$ cat config.mk
export PLATFORM = sky130hd
export DESIGN_NAME = plru_replacement_state_flat
export DESIGN_NICKNAME = d
export VERILOG_FILES = /design/src/rtl/plru_replacement_state_pkg.sv /design/src/rtl/plru_replacement_state_if.sv /design/src/rtl/plru_replacement_state_tree_logic.sv /design/src/rtl/plru_replacement_state.sv /design/src/flat_wrapper.sv
export SDC_FILE = /design/constraint.sdc
export NUM_CORES = 1
export LEC_CHECK = 0
export ABC_AREA = 1
export CORE_ASPECT_RATIO = 1.1
export CORE_MARGIN = 2
export CORE_UTILIZATION = 45
export CTS_BUF_LIST = sky130_fd_sc_hd__clkbuf_4
export DETAILED_ROUTE_END_ITERATION = 8
export SYNTH_ARGS = -nofsm -noshare
export SYNTH_HDL_FRONTEND = slang
export SYNTH_SLANG_ARGS = --single-unit
$ cat constraint.sdc
create_clock -name clk -period 4.7 [get_ports clk]
set_input_delay 0.47 -clock clk [delete_from_list [all_inputs] [get_ports clk]]
set_output_delay 0.47 -clock clk [all_outputs]
set_load 0.005 [all_outputs]
$ cat src/rtl/plru_replacement_state_pkg.sv
// ---------------------------------------------------------------------------
// plru_pkg
// Shared definitions for the tree pseudo-LRU replacement state:
//   - default associativity / set-count exponents
//   - node_count(): number of tree nodes for a given associativity
//   - node_depth(): depth of a heap-indexed node (root = depth 0)
//   - fsm_state_t : INIT (sweep clears every set) / RUN (normal traffic)
// ---------------------------------------------------------------------------
package plru_pkg;

    localparam int WAYS_LOG2_DEFAULT = 2;
    localparam int SETS_LOG2_DEFAULT = 6;

    typedef enum logic {
        INIT = 1'b0,
        RUN  = 1'b1
    } fsm_state_t;

    // A binary tree over 2**ways_log2 leaves has one fewer internal node.
    function automatic int node_count(input int ways_log2);
        return (1 << ways_log2) - 1;
    endfunction

    // Heap layout: nodes 2**d-1 .. 2**(d+1)-2 live at depth d.
    function automatic int node_depth(input int node);
        int d;
        int n;
        d = 0;
        n = node + 1;
        while (n > 1) begin
            n = n >> 1;
            d = d + 1;
        end
        return d;
    endfunction

endpackage

$ cat src/rtl/plru_replacement_state_if.sv
// ---------------------------------------------------------------------------
// plru_replacement_state_if
// Access / victim-query bus between the cache controller (master) and the
// PLRU state block (slave).
//   access_valid/access_set/access_way : hit or fill touch (master -> slave)
//   victim_req/victim_set              : victim query     (master -> slave)
//   way_valid                          : line-valid bits of victim_set,
//                                        only with PLRU_INVALID_FIRST_EN
//   ready                              : init sweep done  (slave -> master)
//   victim_valid/victim_way            : query answer     (slave -> master)
// ---------------------------------------------------------------------------
interface plru_replacement_state_if #(
    parameter int WAYS_LOG2 = plru_pkg::WAYS_LOG2_DEFAULT,
    parameter int SETS_LOG2 = plru_pkg::SETS_LOG2_DEFAULT
);
    logic                   ready;
    logic                   access_valid;
    logic [SETS_LOG2-1:0]   access_set;
    logic [WAYS_LOG2-1:0]   access_way;
    logic                   victim_req;
    logic [SETS_LOG2-1:0]   victim_set;
    logic                   victim_valid;
    logic [WAYS_LOG2-1:0]   victim_way;
`ifdef PLRU_INVALID_FIRST_EN
    logic [(1<<WAYS_LOG2)-1:0] way_valid;
`endif

    modport master (
        input  ready,
        output access_valid,
        output access_set,
        output access_way,
        output victim_req,
        output victim_set,
`ifdef PLRU_INVALID_FIRST_EN
        output way_valid,
`endif
        input  victim_valid,
        input  victim_way
    );

    modport slave (
        output ready,
        input  access_valid,
        input  access_set,
        input  access_way,
        input  victim_req,
        input  victim_set,
`ifdef PLRU_INVALID_FIRST_EN
        input  way_valid,
`endif
        output victim_valid,
        output victim_way
    );

endinterface

$ cat src/rtl/plru_replacement_state_tree_logic.sv
// ---------------------------------------------------------------------------
// plru_tree_logic
// Purely combinational tree pseudo-LRU helpers, heap-indexed tree
// (node 0 = root, children of k are 2k+1 / 2k+2; bit 0 = victim in the
// lower half, bit 1 = upper half).
//   upd_tree/upd_way -> upd_tree_next : tree after touching upd_way
//   vic_tree         -> vic_way       : way reached by following the bits
// The two functions are independent so the top can feed the victim side
// with either the stored tree or the freshly updated one.
// ---------------------------------------------------------------------------
module plru_tree_logic
    import plru_pkg::*;
#(
    parameter  int WAYS_LOG2 = WAYS_LOG2_DEFAULT,
    localparam int NODES     = node_count(WAYS_LOG2)
) (
    input  logic [NODES-1:0]     upd_tree,
    input  logic [WAYS_LOG2-1:0] upd_way,
    output logic [NODES-1:0]     upd_tree_next,
    input  logic [NODES-1:0]     vic_tree,
    output logic [WAYS_LOG2-1:0] vic_way
);

    // A node at depth d, position p within its level, lies on the path to
    // way w exactly when the top d bits of w equal p. Path nodes are set to
    // point away from w; all others keep their value.
    genvar gi;
    generate
        for (gi = 0; gi < NODES; gi++) begin : g_node
            localparam int                   DEPTH = node_depth(gi);
            localparam logic [WAYS_LOG2-1:0] POS   = WAYS_LOG2'(gi + 1 - (1 << DEPTH));
            logic on_path;
            assign on_path           = ((upd_way >> (WAYS_LOG2 - DEPTH)) == POS);
            assign upd_tree_next[gi] = on_path ? ~upd_way[WAYS_LOG2-1-DEPTH] : upd_tree[gi];
        end
    endgenerate

    // Root-to-leaf walk; each bit taken is shifted in as the next lower
    // bit of the victim index.
    logic [WAYS_LOG2-1:0] walk_node;
    logic [WAYS_LOG2-1:0] walk_way;
    logic                 walk_bit;

    always_comb begin
        walk_node = '0;
        walk_way  = '0;
        walk_bit  = 1'b0;
        for (int d = 0; d < WAYS_LOG2; d++) begin
            walk_bit  = vic_tree[walk_node];
            walk_way  = (walk_way << 1) | WAYS_LOG2'(walk_bit);
            walk_node = (walk_node << 1) + WAYS_LOG2'(1) + WAYS_LOG2'(walk_bit);
        end
        vic_way = walk_way;
    end

endmodule

$ cat src/rtl/plru_replacement_state.sv
// ---------------------------------------------------------------------------
// plru_replacement_state
// Per-set tree pseudo-LRU state. Touches (hits/fills) update the set's tree
// at the sampling edge; victim queries are answered one cycle later.
// Ports:
//   clk  : clock, rising edge
//   rst  : synchronous active-high reset; restarts the init sweep
//   bus  : plru_replacement_state_if.slave (access, victim query, ready)
// After reset an INIT sweep writes all-zero trees, one set per cycle; ready
// rises when the sweep has finished and traffic is ignored until then.
// A query to the set being touched in the same cycle sees the post-update
// tree, so a just-touched way is never offered as victim.
// Optional feature macro PLRU_INVALID_FIRST_EN: a query whose way_valid has
// any zero bit returns the lowest-index invalid way instead of the tree
// victim.
// ---------------------------------------------------------------------------
module plru_replacement_state
    import plru_pkg::*;
#(
    parameter int WAYS_LOG2 = WAYS_LOG2_DEFAULT,
    parameter int SETS_LOG2 = SETS_LOG2_DEFAULT
) (
    input  logic                    clk,
    input  logic                    rst,
    plru_replacement_state_if.slave bus
);

    localparam int NODES = node_count(WAYS_LOG2);
    localparam int SETS  = 1 << SETS_LOG2;
    localparam logic [SETS_LOG2-1:0] LAST_SET = SETS_LOG2'(SETS - 1);

    fsm_state_t             state_q, state_d;
    logic [SETS_LOG2-1:0]   sweep_q, sweep_d;
    logic                   ready_q, ready_d;
    logic                   victim_valid_q, victim_valid_d;
    logic [WAYS_LOG2-1:0]   victim_way_q, victim_way_d;

    logic [NODES-1:0]       tree_mem [SETS];

    logic                   run;
    logic                   access_fire;
    logic                   bypass;
    logic [NODES-1:0]       acc_tree;
    logic [NODES-1:0]       acc_tree_next;
    logic [NODES-1:0]       vic_tree_raw;
    logic [NODES-1:0]       vic_tree;
    logic [WAYS_LOG2-1:0]   tree_victim;
    logic [WAYS_LOG2-1:0]   victim_sel;

    logic                   mem_we;
    logic [SETS_LOG2-1:0]   mem_waddr;
    logic [NODES-1:0]       mem_wdata;

    assign run          = (state_q == RUN);
    assign access_fire  = run & bus.access_valid;
    assign acc_tree     = tree_mem[bus.access_set];
    assign vic_tree_raw = tree_mem[bus.victim_set];

    // Same-set touch and query: answer from the tree being written this edge.
    assign bypass   = access_fire & (bus.access_set == bus.victim_set);
    assign vic_tree = bypass ? acc_tree_next : vic_tree_raw;

    plru_tree_logic #(
        .WAYS_LOG2 (WAYS_LOG2)
    ) u_tree_logic (
        .upd_tree      (acc_tree),
        .upd_way       (bus.access_way),
        .upd_tree_next (acc_tree_next),
        .vic_tree      (vic_tree),
        .vic_way       (tree_victim)
    );

`ifdef PLRU_INVALID_FIRST_EN
    // Lowest-index invalid way wins; scanning downwards lets it overwrite.
    logic                      any_invalid;
    logic [WAYS_LOG2-1:0]      first_invalid;
    logic [(1<<WAYS_LOG2)-1:0] valid_shift;

    assign any_invalid = ~(&bus.way_valid);

    always_comb begin
        first_invalid = '0;
        valid_shift   = '0;
        for (int i = (1 << WAYS_LOG2) - 1; i >= 0; i--) begin
            valid_shift = bus.way_valid >> i;
            if (!valid_shift[0]) begin
                first_invalid = WAYS_LOG2'(i);
            end
        end
    end

    assign victim_sel = any_invalid ? first_invalid : tree_victim;
`else
    assign victim_sel = tree_victim;
`endif

    // Single write port: the sweep owns it during INIT, touches during RUN.
    always_comb begin
        mem_we    = 1'b0;
        mem_waddr = bus.access_set;
        mem_wdata = acc_tree_next;
        if (state_q == INIT) begin
            mem_we    = 1'b1;
            mem_waddr = sweep_q;
            mem_wdata = '0;
        end else if (access_fire) begin
            mem_we    = 1'b1;
        end
    end

    always_ff @(posedge clk) begin
        if (mem_we) begin
            tree_mem[mem_waddr] <= mem_wdata;
        end
    end

    always_comb begin
        state_d        = state_q;
        sweep_d        = sweep_q;
        ready_d        = ready_q;
        victim_valid_d = 1'b0;
        victim_way_d   = victim_way_q;
        case (state_q)
            INIT: begin
                ready_d = 1'b0;
                sweep_d = sweep_q + SETS_LOG2'(1);
                if (sweep_q == LAST_SET) begin
                    state_d = RUN;
                    ready_d = 1'b1;
                end
            end
            RUN: begin
                ready_d        = 1'b1;
                victim_valid_d = bus.victim_req;
                if (bus.victim_req) begin
                    victim_way_d = victim_sel;
                end
            end
        endcase
    end

    always_ff @(posedge clk) begin
        if (rst) begin
            state_q        <= INIT;
            sweep_q        <= '0;
            ready_q        <= 1'b0;
            victim_valid_q <= 1'b0;
            victim_way_q   <= '0;
        end else begin
            state_q        <= state_d;
            sweep_q        <= sweep_d;
            ready_q        <= ready_d;
            victim_valid_q <= victim_valid_d;
            victim_way_q   <= victim_way_d;
        end
    end

    assign bus.ready        = ready_q;
    assign bus.victim_valid = victim_valid_q;
    assign bus.victim_way   = victim_way_q;

endmodule

$ cat src/flat_wrapper.sv
// flat-port wrapper written by rule: the top's interface ports become plain ports
module plru_replacement_state_flat import plru_pkg::*;
#(
    parameter int WAYS_LOG2 = WAYS_LOG2_DEFAULT,
    parameter int SETS_LOG2 = SETS_LOG2_DEFAULT
)
  (clk, rst, bus_ready, bus_access_valid, bus_access_set, bus_access_way, bus_victim_req, bus_victim_set, bus_victim_valid, bus_victim_way);
  plru_replacement_state_if #(.WAYS_LOG2(WAYS_LOG2), .SETS_LOG2(SETS_LOG2)) bus_i ();
  input  logic clk;
  input  logic rst;
  output wire logic [$bits(bus_i.ready)-1:0] bus_ready;
  input wire logic [$bits(bus_i.access_valid)-1:0] bus_access_valid;
  input wire logic [$bits(bus_i.access_set)-1:0] bus_access_set;
  input wire logic [$bits(bus_i.access_way)-1:0] bus_access_way;
  input wire logic [$bits(bus_i.victim_req)-1:0] bus_victim_req;
  input wire logic [$bits(bus_i.victim_set)-1:0] bus_victim_set;
  output wire logic [$bits(bus_i.victim_valid)-1:0] bus_victim_valid;
  output wire logic [$bits(bus_i.victim_way)-1:0] bus_victim_way;
  assign bus_ready = bus_i.ready;
  assign bus_i.access_valid = bus_access_valid;
  assign bus_i.access_set = bus_access_set;
  assign bus_i.access_way = bus_access_way;
  assign bus_i.victim_req = bus_victim_req;
  assign bus_i.victim_set = bus_victim_set;
  assign bus_victim_valid = bus_i.victim_valid;
  assign bus_victim_way = bus_i.victim_way;
  plru_replacement_state #(.WAYS_LOG2(WAYS_LOG2), .SETS_LOG2(SETS_LOG2)) u_core (.clk(clk), .rst(rst), .bus(bus_i));
endmodule
==> results.yml <==
placement:
  portBuffers: 21
  gp_congestion: 0.873
  hpwl_um: 17100
  place_inst: 1406
  place_area_mm2: 0.0105
  place_ws_ps: 1190
clocking:
  cts_tree: "yes"
  path_clk_slew_ps: 70
  cts-htree-levels: 2
  cts_buffers: 52
  insertion_delay_ps: 660
  ctsResizeCount: 0
  cts.path.max_buffers: 3
  root_buffer: "clkbuf_4"
  cts.sinks: 202
  cts_hold_repair.buffers: 0
  postCtsSetupRepairBufs: 0
yosys:
  synth_commonest_cells: "442 x nand2_1, 274 x nand3_1, 192 x edfxtp_1"
  synth_top_area_frac: 0.568
  yosysUniqueCellTypes: 31
  ys_warn_count: 0
  yosys.area.top_type: "edfxtp_1"
  synth_edf_count: 192
  synth_top_flop_cell: "edfxtp_1"
  synth-seq-cells: 202
  syn_inst: 1145
  syn_nets: 1164
  yosysSeqAreaShare: 0.588
  synth_area_mm2: 0.0101
  synth_most_common_cell: "nand2_1"
  avgSynthCellArea_um2: 8.86
  yosys-top-cells-area: "edfxtp_1 57%, nand2_1 16%, nand3_1 14%, nor2_1 2.8%, dfxtp_1 2.0%"
  synthArstFlopShare: 0
routing:
  drt-vias-per-instance: 5.60
  routed_wl_um: 29700
  drtIter0Drc: 846
  num_vias: 8439
  firstDrtPassIters: 5
  ant_nets: 0
  drt-wirelength-per-cell_um: 19.7
  drc: 0
setup_path:
  cp.buffers_inverters: 1
  critPathSlowestCell: "dfxtp_1"
  cp_slowest_stage_delay_ps: 720
  crit_family: "simple AND/OR/NAND/NOR gates"
  critPathMaxFanout: 18
  cp-start-kind: "register"
  worstSetupPathType: "register to register"
  critical_path_required_ps: 5050
  cp.arrival_ps: 3340
  path_cells: "clkinv_1 -> or2_2 -> nand4_1 -> nor2_1"
  cp-end-kind: "register"
timing:
  hold_viol: 0
  rsz0062_at_grt: "no"
  fin_skew_ps: 32.7
  drv_slew: 0
  fin_crit_ps: 3000
  tns_ps: 0
  fmax_mhz: 334
  tightest_slew_ps: 1130
  max-slew-margin-rel: 0.247
  postLayoutSetupSlackWorst_ps: 1700
  setup_viol: 0
  timing.final.crit_share: 0.637
floorplan:
  io_pins: 22
  rows: 57
  die_w_um: 147
  die_y_um: 162
  initial_utilization: 0.459
  die_area_mm2: 0.0238
  core-area_mm2: 0.0221
layout:
  final_util: 0.504
  layout.nets: 1184
  layout-drive-gt1-share: 0.0978
  fill_cells: 2189
  stdcell_count: 1506
  synthToLayoutAreaGrowth_pct: 9.68
  stdcell_area_mm2: 0.0111
job:
  maxCapViolCount: 0
power_and_ir_drop:
  ir_worst_vdd_uv: 129
  power.density_mw_per_mm2: 341
  total_leakage_power_nw: 4.32
global_route:
  grt_overflow_total: 0
  grt_pass1_wl_um: 45900
  grt_max_degree: 98
  grt_antenna_before_repair: 1
  grt_usage: 0.252
  grt_pass1_vias: 8092
hold_path:
  min_path_type: "input port to register"
outcome:
  outcome: "finished clean"
## power breakdown
part / switching, mW / leakage [nW] / internal, mW
sequential: 0.00602 / 1.89 / 1.95
combinational: 0.257 / 2.03 / 0.0981
clock: 0.697 / 0.405 / 0.782
## worst paths after layout
path                                   end  slack, ps                startpoint  cells after the start
hold / removal     u_core.bus.victim_valid        440            bus_victim_req                      3
hold reg to reg   u_core.bus.victim_way[1]        470  u_core.bus.victim_way[1]                      2
setup reg to reg    u_core.tree_mem[52][0]       1700          u_core.bus.ready                      4
setup / recovery    u_core.tree_mem[52][0]       1700          u_core.bus.ready                      4
## area by class of cell
cell class | count | area, µm² | share of cell area
timing repair buffer | 35 | 328 | 0.0294
multi-input combinational | 848 | 3690 | 0.332
inverter | 26 | 100 | 0.00899
clock inverter | 14 | 55.1 | 0.00495
tap | 295 | 369 | 0.0332
clock buffer | 81 | 608 | 0.0546
sequential | 202 | 5970 | 0.536
antenna | 5 | 12.5 | 0.00112
## cell families after synthesis
kind of cell | synth area share
buf+inv | 0.0513
simple gates | 0.345
compound gates | 0.0141
fa+ha+maj | 0.00123
xor+xnor | 0.000863
flops | 0.588
## cells in the final DEF (no fill, tap or decap), types with 3 or more instances in the layout
cell type and instances:
clkbuf_4 81, diode_2 5, nand2_1 442, nor4_1 6, clkinv_1 14, nor2_1 76
o21ai_0 5, edfxtp_1 192, clkdlybuf4s50_1 18, nand3_1 274, o21ai_1 3, inv_2 8
dfxtp_1 10, buf_4 13, nor3_1 8, o211ai_1 3, inv_1 15, nand4_1 6
and3_1 3, a21oi_1 8
## per-stage QoR
stage	power, mW	hold slack (ps)
after floorplan	2.24	452
after global placement	2.34	454
after detailed placement	2.35	466
after CTS	3.82	420
after global routing	3.96	433
final	3.79	442
## worst register-to-register path, stage by stage, from the launching register on
cell      delay [ps]
dfxtp_1          720
clkinv_1         550
or2_2            530
nand4_1          680
nor2_1           220
## sequential cells by signal, summed over array words and instances, names as in the netlist
name / flops
u_core.bus.ready: 1
u_core.bus.victim_valid: 1
u_core.bus.victim_way: 2
u_core.sweep_q: 6
u_core.tree_mem: 192
## metal layers
layer	vias to the layer above	global-route usage	routed length, µm
met1	3998	0.341	12600
li1	3998	-	-
met2	371	0.408	13800
met4	0	0.0970	1020
met3	72	0.0455	2280
met5	-	0	0
Note: power is estimated with default switching activity, not from simulation.
==> variant (same flow settings) <==
`SETS_LOG2_DEFAULT`: 6 -> 5.
--- a/src/rtl/plru_replacement_state_pkg.sv
+++ b/src/rtl/plru_replacement_state_pkg.sv
@@ -10,5 +10,5 @@
 
     localparam int WAYS_LOG2_DEFAULT = 2;
-    localparam int SETS_LOG2_DEFAULT = 6;
+    localparam int SETS_LOG2_DEFAULT = 5;
 
     typedef enum logic {
Interface: changed (resized bus_access_set and bus_victim_set); port bits go from 22 to 20. No check against the original RTL was run, so the function may have changed too.
==> variant against the original RTL <==
Sequential cell count down 97. Synthesized cell count down 44%. First-iteration DRC count down 48%. Routed wire length down 53%. Clock skew down 0.024 ns. Final area down 48%. Total power down 56%. Critical path depth up 8. Die area down 45%. Utilization down 1.7 points. Worst setup slack better by 0.081 ns. Highest routed layer unchanged. Final cell count down 47%. Area after synthesis down 46%.
==> variant: results (changes against the original RTL) <==
Final layout
  – Ratio of cells with drive above 1 in the final layout: 5.85% (-3.9 points)
  – Finished Layout Cells: 805 (-47%)

Route
  – DR pass1 iterations: 6 (+1)
  – WL per Instance: 17.4 µm (-12%)
  – Iteration-0 DRC Markers: 436 (-48%)
  – Vias after detailed routing: 4355 (-48%)

Setup path
  – R2r setup slk: 2.23 ns (+0.53 ns)
  – Slowest stage delay, CP: 0.73 ns
  – RR Endpoint: u_core.tree_mem[2][1]$_DFFE_PP_
  – Crit-path slowest cell: o21ai_2
  – Max FO, Critical Path: 21 (+3)
  – Reg2Reg Depth: 6 (+2)
  – Crit. Startpoint: bus_access_set[1]
  – Critical path's top delay family: buffers and inverters

GRT
  – Largest net degree at the start of global routing: 44 (-55%)
  – GRT Overall Usage: 22.7% (-2.6 points)

Timing
  – Final setup skew: 0.00867 ns (-0.0240 ns)
  – Fmax: 0.343 GHz (+2.8%)
  – Slew headroom: 38.6% (+14 points)

Pwr
  – Leak: 2.40 nW (-44%)
  – Max VDD drop: 0.130 mV (+0.62%)

Clock network
  – Htree depth: 3 (+1)
  – Num CTS Buffers: 9 (-83%)
  – CTS max path bufs: 2 (-1)
  – Reg clk slew, reported paths: 0.15 ns (+0.08 ns)

Placement
  – Number of instances in the placed design: 788 (-44%)
  – Placed instance area: 5670 µm² (-46%)
  – Gpl congestion: 0.867 (-0.60%)
  – Port-buffer cells: 19 (-9.5%)
  – Setup slack at placement: 1.40 ns (+0.207 ns)

Synth
  – Adder-cell share of the synthesized area: 0.458% (+0.33 points)
  – Syn avg cell area: 8.56 µm² (-3.4%)
  – Compound-Gate Fraction of Synth Area: 4.33% (+2.9 points)
  – Syn_nets: 656 (-44%)
  – Post-synth EDFFs: 96 (-50%)
  – Top cells by count, synth: nand2_1 (223), nand3_1 (108), edfxtp_1 (96), nor2_1 (56), inv_1 (51)
  – Netlist cell types: 29 (-6.5%)
  – Post-synthesis sequential area ratio: 56.1% (-2.7 points)

Worst hold path
  – Hold depth: 2 (-1)
  – HP Class: flop to flop
  – Hold Crit Endpoint: u_core.sweep_q[1]$_SDFFE_PP0N_

Run status
  – Outcome: finished, final reports clean
[variant: cell count changes after synthesis, sizes merged, moves of 21 or more]
cell / unedited run / this run
nand2: 442 / 227
buf: 59 / 28
nor2: 77 / 56
nand3: 276 / 110
inv: 22 / 56
edfxtp: 192 / 96
[variant: routing by layer]
layer / share of wire (%) / routed length, µm / global-route usage, %
met5: 0 / 0 / 0
met4: 3.7 / 524 / 10.6
met3: 6.8 / 956 / 4.24
met2: 46 / 6420 / 35.8
met1: 43 / 6070 / 30.1
[variant: area by class of cell]
type / count / area (µm²)
antenna: 1 / 2.50
clock buffer: 9 / 67.6
clock inverter: 7 / 67.6
fill: 1146 / 6130
inverter: 57 / 221
multi-input combinational: 445 / 1940
sequential: 105 / 3060
tap: 154 / 193
timing repair buffer: 27 / 245
[variant: power breakdown]
part           internal, mW  total [mW]  switching [mW]
combinational        0.0582       0.192           0.133
sequential             1.02        1.02         0.00512
clock                 0.163       0.460           0.298
total                  1.24        1.67           0.436
